### config.mk
export PLATFORM = sky130hd
export DESIGN_NAME = ai_coef_writer
export DESIGN_NICKNAME = d
export VERILOG_FILES = /design/src/rtl/ai_coef_writer.sv
export SDC_FILE = /design/constraint.sdc
export NUM_CORES = 1
export LEC_CHECK = 0
export CAP_MARGIN = 15
export CORE_MARGIN = 3
export CORE_UTILIZATION = 32
export DETAILED_ROUTE_END_ITERATION = 16
export MAX_ROUTING_LAYER = met4
export SYNTH_ARGS = -nofsm -noshare
export SYNTH_HDL_FRONTEND = slang
export SYNTH_SLANG_ARGS = --single-unit
### constraint.sdc
create_clock -name clk -period 5 [get_ports clk]
set_input_delay 1 -clock clk [delete_from_list [all_inputs] [get_ports clk]]
set_output_delay 1 -clock clk [all_outputs]
set_load 0.02 [all_outputs]
### src/rtl/ai_coef_writer.sv
// ai_coef_writer
//   Packs a byte stream, little-endian, into 32-bit words and writes them into the
//   coefficient RAM (c_ram) at sequential word addresses.
//   The number of words follows the reader's addressing rule:
//     compress=1 -> sample_size+1 words
//     compress=0 -> (sample_size>>1)+1 words (two samples share one word)
//   While a write is pending, incoming bytes keep packing. This gives one word of
//   buffering. A further word that completes before the pending one is accepted is
//   dropped, and the sticky overflow flag is set.
//
// Optional feature (macro AI_COEF_WRITER_CHECKSUM_EN):
//   checksum is the mod-256 sum of every byte accepted since the last init.
//   When the macro is undefined, checksum is tied to 0.
//
// Ports:
//   clk, rst      clock; asynchronous active-high reset
//   init          one-cycle pulse that starts or restarts a download
//                 (compress and sample_size are sampled here)
//   stream_in     incoming byte
//   stream_rdy    stream_in is valid this cycle
//   c_ram_addr    write word address (BASE_ADDR + word index)
//   c_ram_write   write request, held until c_ram_rdy
//   c_ram_wdata   write data; byte0 in [7:0], byte3 in [31:24]
//   c_ram_rdy     write accepted this cycle
//   busy          high in FILL or WRITE
//   done          one-cycle pulse after the last word is accepted
//   overflow      sticky; a word was dropped
//   checksum      see optional feature
module ai_coef_writer #(
  parameter int BASE_ADDR = 0,
  parameter int ADDR_W    = 16
) (
  input  logic              clk,
  input  logic              rst,
  input  logic              init,
  input  logic              compress,
  input  logic [14:0]       sample_size,
  input  logic [7:0]        stream_in,
  input  logic              stream_rdy,
  output logic [ADDR_W-1:0] c_ram_addr,
  output logic              c_ram_write,
  output logic [31:0]       c_ram_wdata,
  input  logic              c_ram_rdy,
  output logic              busy,
  output logic              done,
  output logic              overflow,
  output logic [7:0]        checksum
);

  localparam logic [1:0] S_IDLE  = 2'd0;
  localparam logic [1:0] S_FILL  = 2'd1;
  localparam logic [1:0] S_WRITE = 2'd2;
  localparam logic [1:0] S_DONE  = 2'd3;

  logic [1:0]  state, state_nxt;
  logic [1:0]  byte_idx;
  logic [23:0] pack;       // lanes 0..2; lane 3 goes straight into the word register
  logic [15:0] word_idx;
  logic [15:0] w_total;

  logic        pending, last_pend, byte_ok, word_cpl, acked, finish, drop, load;
  logic [15:0] load_idx;

  always_comb begin
    pending   = (state == S_WRITE);
    // Once the last word is waiting to be written, every later byte is surplus.
    last_pend = pending && ((word_idx + 16'd1) == w_total);
    byte_ok   = stream_rdy && !init && (state == S_FILL || pending) && !last_pend;
    word_cpl  = byte_ok && (byte_idx == 2'd3);
    acked     = pending && c_ram_rdy;
    finish    = acked && ((word_idx + 16'd1) == w_total);
    drop      = word_cpl && pending && !c_ram_rdy;
    load      = word_cpl && !drop;
    // A word that completes while the previous word is accepted in the same cycle
    // takes the next address.
    load_idx  = word_idx + {15'd0, acked};
  end

  always_comb begin
    state_nxt = state;
    case (state)
      S_IDLE:  state_nxt = S_IDLE;
      S_FILL:  if (load) state_nxt = S_WRITE;
      S_WRITE: if (finish) state_nxt = S_DONE;
               else if (acked && !load) state_nxt = S_FILL;
      S_DONE:  state_nxt = S_IDLE;
      default: state_nxt = S_IDLE;
    endcase
    if (init) state_nxt = S_FILL;
  end

  always_ff @(posedge clk or posedge rst) begin
    if (rst) begin
      state       <= S_IDLE;
      byte_idx    <= 2'd0;
      pack        <= 24'd0;
      word_idx    <= 16'd0;
      w_total     <= 16'd0;
      c_ram_addr  <= '0;
      c_ram_wdata <= 32'd0;
      c_ram_write <= 1'b0;
      busy        <= 1'b0;
      done        <= 1'b0;
      overflow    <= 1'b0;
    end else begin
      state       <= state_nxt;
      c_ram_write <= (state_nxt == S_WRITE);
      busy        <= (state_nxt == S_FILL) || (state_nxt == S_WRITE);
      done        <= (state_nxt == S_DONE);
      if (init) begin
        byte_idx <= 2'd0;
        pack     <= 24'd0;
        word_idx <= 16'd0;
        overflow <= 1'b0;
        w_total  <= compress ? ({1'b0, sample_size} + 16'd1)
                             : ({2'b0, sample_size[14:1]} + 16'd1);
      end else begin
        if (byte_ok) begin
          byte_idx <= byte_idx + 2'd1;
          case (byte_idx)
            2'd0:    pack[7:0]   <= stream_in;
            2'd1:    pack[15:8]  <= stream_in;
            2'd2:    pack[23:16] <= stream_in;
            default: ;
          endcase
        end
        if (acked) word_idx <= word_idx + 16'd1;
        if (load) begin
          c_ram_wdata <= {stream_in, pack};
          c_ram_addr  <= ADDR_W'(BASE_ADDR) + ADDR_W'(load_idx);
        end
        if (drop) overflow <= 1'b1;
      end
    end
  end

`ifdef AI_COEF_WRITER_CHECKSUM_EN
  always_ff @(posedge clk or posedge rst) begin
    if (rst)          checksum <= 8'd0;
    else if (init)    checksum <= 8'd0;
    else if (byte_ok) checksum <= checksum + stream_in;
  end
`else
  assign checksum = 8'd0;
`endif

endmodule

==> results.json <==
{
  "status": "finished, final reports clean",
  "grtUsageTotal_pct": 15.09,
  "drive_gt1_share_pct": 12.26,
  "place_congestion": 0.8594,
  "power_frac_comb_pct": 14.3,
  "rr_worst_depth": 10,
  "ant_nets": 0,
  "async_flop_share_pct": 100.0,
  "swShare_pct": 27.70,
  "cap_viol_max_count": 0,
  "cts.clk_slew.worst_paths_ns": 0.07,
  "firstDrtPassIters": 5,
  "core_sq_um": 18330,
  "clk_latency_ns": 0.35,
  "final_cell_mix": "dfrtp_1, clkdlybuf4s50_1, o21ai_0",
  "syn_area_sq_um": 6087,
  "crit_path_max_incr_delay_ns": 0.71,
  "synth_cell_type_count": 57,
  "seqCellArea_sq_um": 2803,
  "die_area_sq_um": 20710,
  "critPathLaunch": "word_idx[5]$_DFFE_PP0P_",
  "fmax_mhz": 285.0,
  "rrSetupSlack_ns": 1.49,
  "synth_flop_cell": "dfrtp_1",
  "cts_made_buffers": 9,
  "numClockSinks": 112,
  "tns_ns": 0,
  "htree_levels": 3,
  "hold_violations": 0,
  "period_share_pct": 70.17,
  "cts_tree": "yes",
  "power.density_nw_per_um2": 269.7,
  "grt_max_degree": 71,
  "n_antenna_cell": 0,
  "critPathCapture": "busy$_DFF_PP0_",
  "slowest_stage": "nor4_4",
  "ys_seq_area_share_pct": 46.04,
  "synth_edf_count": 0,
  "slew_violations": 0,
  "cts_buffer_depth": 2,
  "vdd_drop_max_v": 0.0001404,
  "grt_pass1_wl_um": 24550,
  "dp.final_hpwl_um": 10750,
  "period_needed_ns": 3.508,
  "critPathKind": "flop to flop",
  "fillers": 1736,
  "cp_data_arrival_time_ns": 3.76,
  "die_w_um": 143.9,
  "cts_setup_buffers": 0,
  "hold_path_depth": 1,
  "p_seq_share_pct": 50.0,
  "mostFrequentLayoutCell": "dfrtp_1",
  "netlist_instances": 617,
  "final-setup-viol-count": 0,
  "synth-seq-cells": 112,
  "path_cells": "nand4_4 > or4_4 > nor4_2 > o32ai_1 > nor4_4 > nor4_4 > buf_4 > a2bb2oi_1 > ha_1 > inv_1",
  "rsz0062_at_grt": "false",
  "path_max_fanout": 26,
  "clock_skew_ns": 0.008607,
  "worstPathRequired_ns": 5.25,
  "internal_power_mw": 1.421,
  "ys_warn_count": 0,
  "cts-root-buf": "clkbuf_16",
  "drt-initial-drc-count": 375,
  "p_leak_nw": 3.055,
  "boundaryPins": 89,
  "reg2reg_from": "word_idx[5]$_DFFE_PP0P_",
  "switchingPower_mw": 0.5447,
  "post_cts_resized": 0,
  "nNetsFinal": 714,
  "worstMarginPinSlew_ns": 0.8553,
  "antenna_found_initial": 0,
  "reg2reg_to": "busy$_DFF_PP0_",
  "clockPowerShare_pct": 35.7,
  "num_vias": 4660,
  "wire_per_inst_um": 16.20,
  "grt_overflow_total": 0,
  "postPlaceCellArea_sq_um": 6999,
  "area_growth_pct": 19.73,
  "cp_common_cell": "nor4_4",
  "die_y_um": 143.9,
  "hold_buffers": 0,
  "syn_area_per_cell_sq_um": 9.866,
  "multiInputGateArea_sq_um": 2980,
  "wirelength_um": 14680,
  "grt_pass1_vias": 4737,
  "viasPerCell": 5.143,
  "finish.instance_area_sq_um": 7288,
  "fp-row-count": 49,
  "hold_path.class": "flop to flop",
  "slew_headroom_pct": 42.98,
  "drcViolationCount": 0,
  "initial_utilization_pct": 33.21,
  "start_kind": "flop",
  "worstSetupEndpointType": "flop",
  "numPortBuffers": 80
}
==> cell usage after synthesis, types with 5 or more instances <==
master | count | share of area [%]
or3_1 | 6 | 0.62
xor2_1 | 19 | 2.7
mux2_4 | 9 | 2.2
clkbuf_1 | 16 | 0.99
inv_1 | 23 | 1.4
buf_2 | 12 | 0.99
buf_1 | 5 | 0.31
dfrtp_1 | 112 | 46
nand4_1 | 7 | 0.72
ha_1 | 13 | 2.7
nor2_1 | 40 | 2.5
o21ai_0 | 51 | 4.2
a21oi_1 | 46 | 3.8
xnor2_1 | 37 | 5.3
nand3_1 | 43 | 3.5
nand2_1 | 43 | 2.7
o211ai_1 | 5 | 0.62
nor3_1 | 9 | 0.74
buf_4 | 12 | 1.5
mux2_2 | 42 | 7.8
==> registers in the layout, indices dropped and copies added, names as in the netlist, 2 cells and up <==
name         count
pack            24
c_ram_wdata     32
w_total         16
c_ram_addr      16
word_idx        16
state            2
byte_idx         2
==> layout make-up <==
class                   instances  area share [%]
flip-flops and latches        112           38.45
repair buffers                 86           11.54
clock buffers                  10           3.279
inverters                      23           1.219
well taps                     229           3.931
multi-input cells             440           40.89
clock inverters                 6          0.6867
==> how the worst min path moves through the flow <==
stage                              start                     endpoint  slack, ns
2_1_floorplan     w_total[7]$_DFFE_PP0P_       w_total[7]$_DFFE_PP0P_       0.47
3_3_place_gp        pack[14]$_DFFE_PP0P_  c_ram_wdata[14]$_DFFE_PP0P_       0.48
3_5_place_dp        pack[14]$_DFFE_PP0P_  c_ram_wdata[14]$_DFFE_PP0P_       0.49
4_1_cts        c_ram_addr[2]$_DFFE_PP0P_    c_ram_addr[2]$_DFFE_PP0P_       0.51
5_1_grt        c_ram_addr[2]$_DFFE_PP0P_    c_ram_addr[2]$_DFFE_PP0P_       0.52
6_report             pack[5]$_DFFE_PP0P_   c_ram_wdata[5]$_DFFE_PP0P_       0.51
==> critical path, delay by kind of cell, from the launching register on <==
kind                     cells  cell delay, ns
AO/OA/AOI/OAI                2            0.39
adder cells (fa/ha/maj)      1            0.29
buffers and inverters        2            0.31
flip-flops                   1            0.62
AND/OR/NAND/NOR              5            1.79
==> logic make-up after synthesis <==
logic type / count (synthesis) / synth area share (%)
AO/OA/AOI/OAI: 132 / 12.56
XOR/XNOR: 56 / 8.058
adder cells (fa/ha/maj): 13 / 2.672
buffers and inverters: 72 / 5.714
flip-flops: 112 / 46.04
multiplexers: 52 / 10.15
other: 1 / 0.06161
AND/OR/NAND/NOR: 179 / 14.74
==> layer usage <==
layer	track usage, %	wire length (um)	vias up
met3	2.263	614	18
met5	-	0	-
met2	22.73	6925	105
met4	4.063	221	0
met1	21.27	6916	2286
li1	-	-	2251
==> through the flow <==
stage               std cells  setup slack, ns  power [mW]  hold WS (ns)  utilization, %
floorplan                 624            1.041       1.180        0.4723               -
global placement          890            1.401       1.276        0.4842           38.18
detailed placement        890            1.316       1.282        0.4932           38.18
CTS                       906            1.464       1.992        0.5129           39.76
global route              906            1.226       2.061        0.5164           39.76
finish                    906            1.492       1.966        0.5063           39.76
==> power groups by stage <==
stage | sequential, mW | combinational, mW | clock, mW
final | 0.983 | 0.282 | 0.701
after global routing | 0.988 | 0.320 | 0.753
after floorplan | 1.00 | 0.180 | 0
after detailed placement | 1.00 | 0.282 | 0
after global placement | 0.999 | 0.277 | 0
after CTS | 0.983 | 0.285 | 0.724
(Power assumes the default switching activity.)
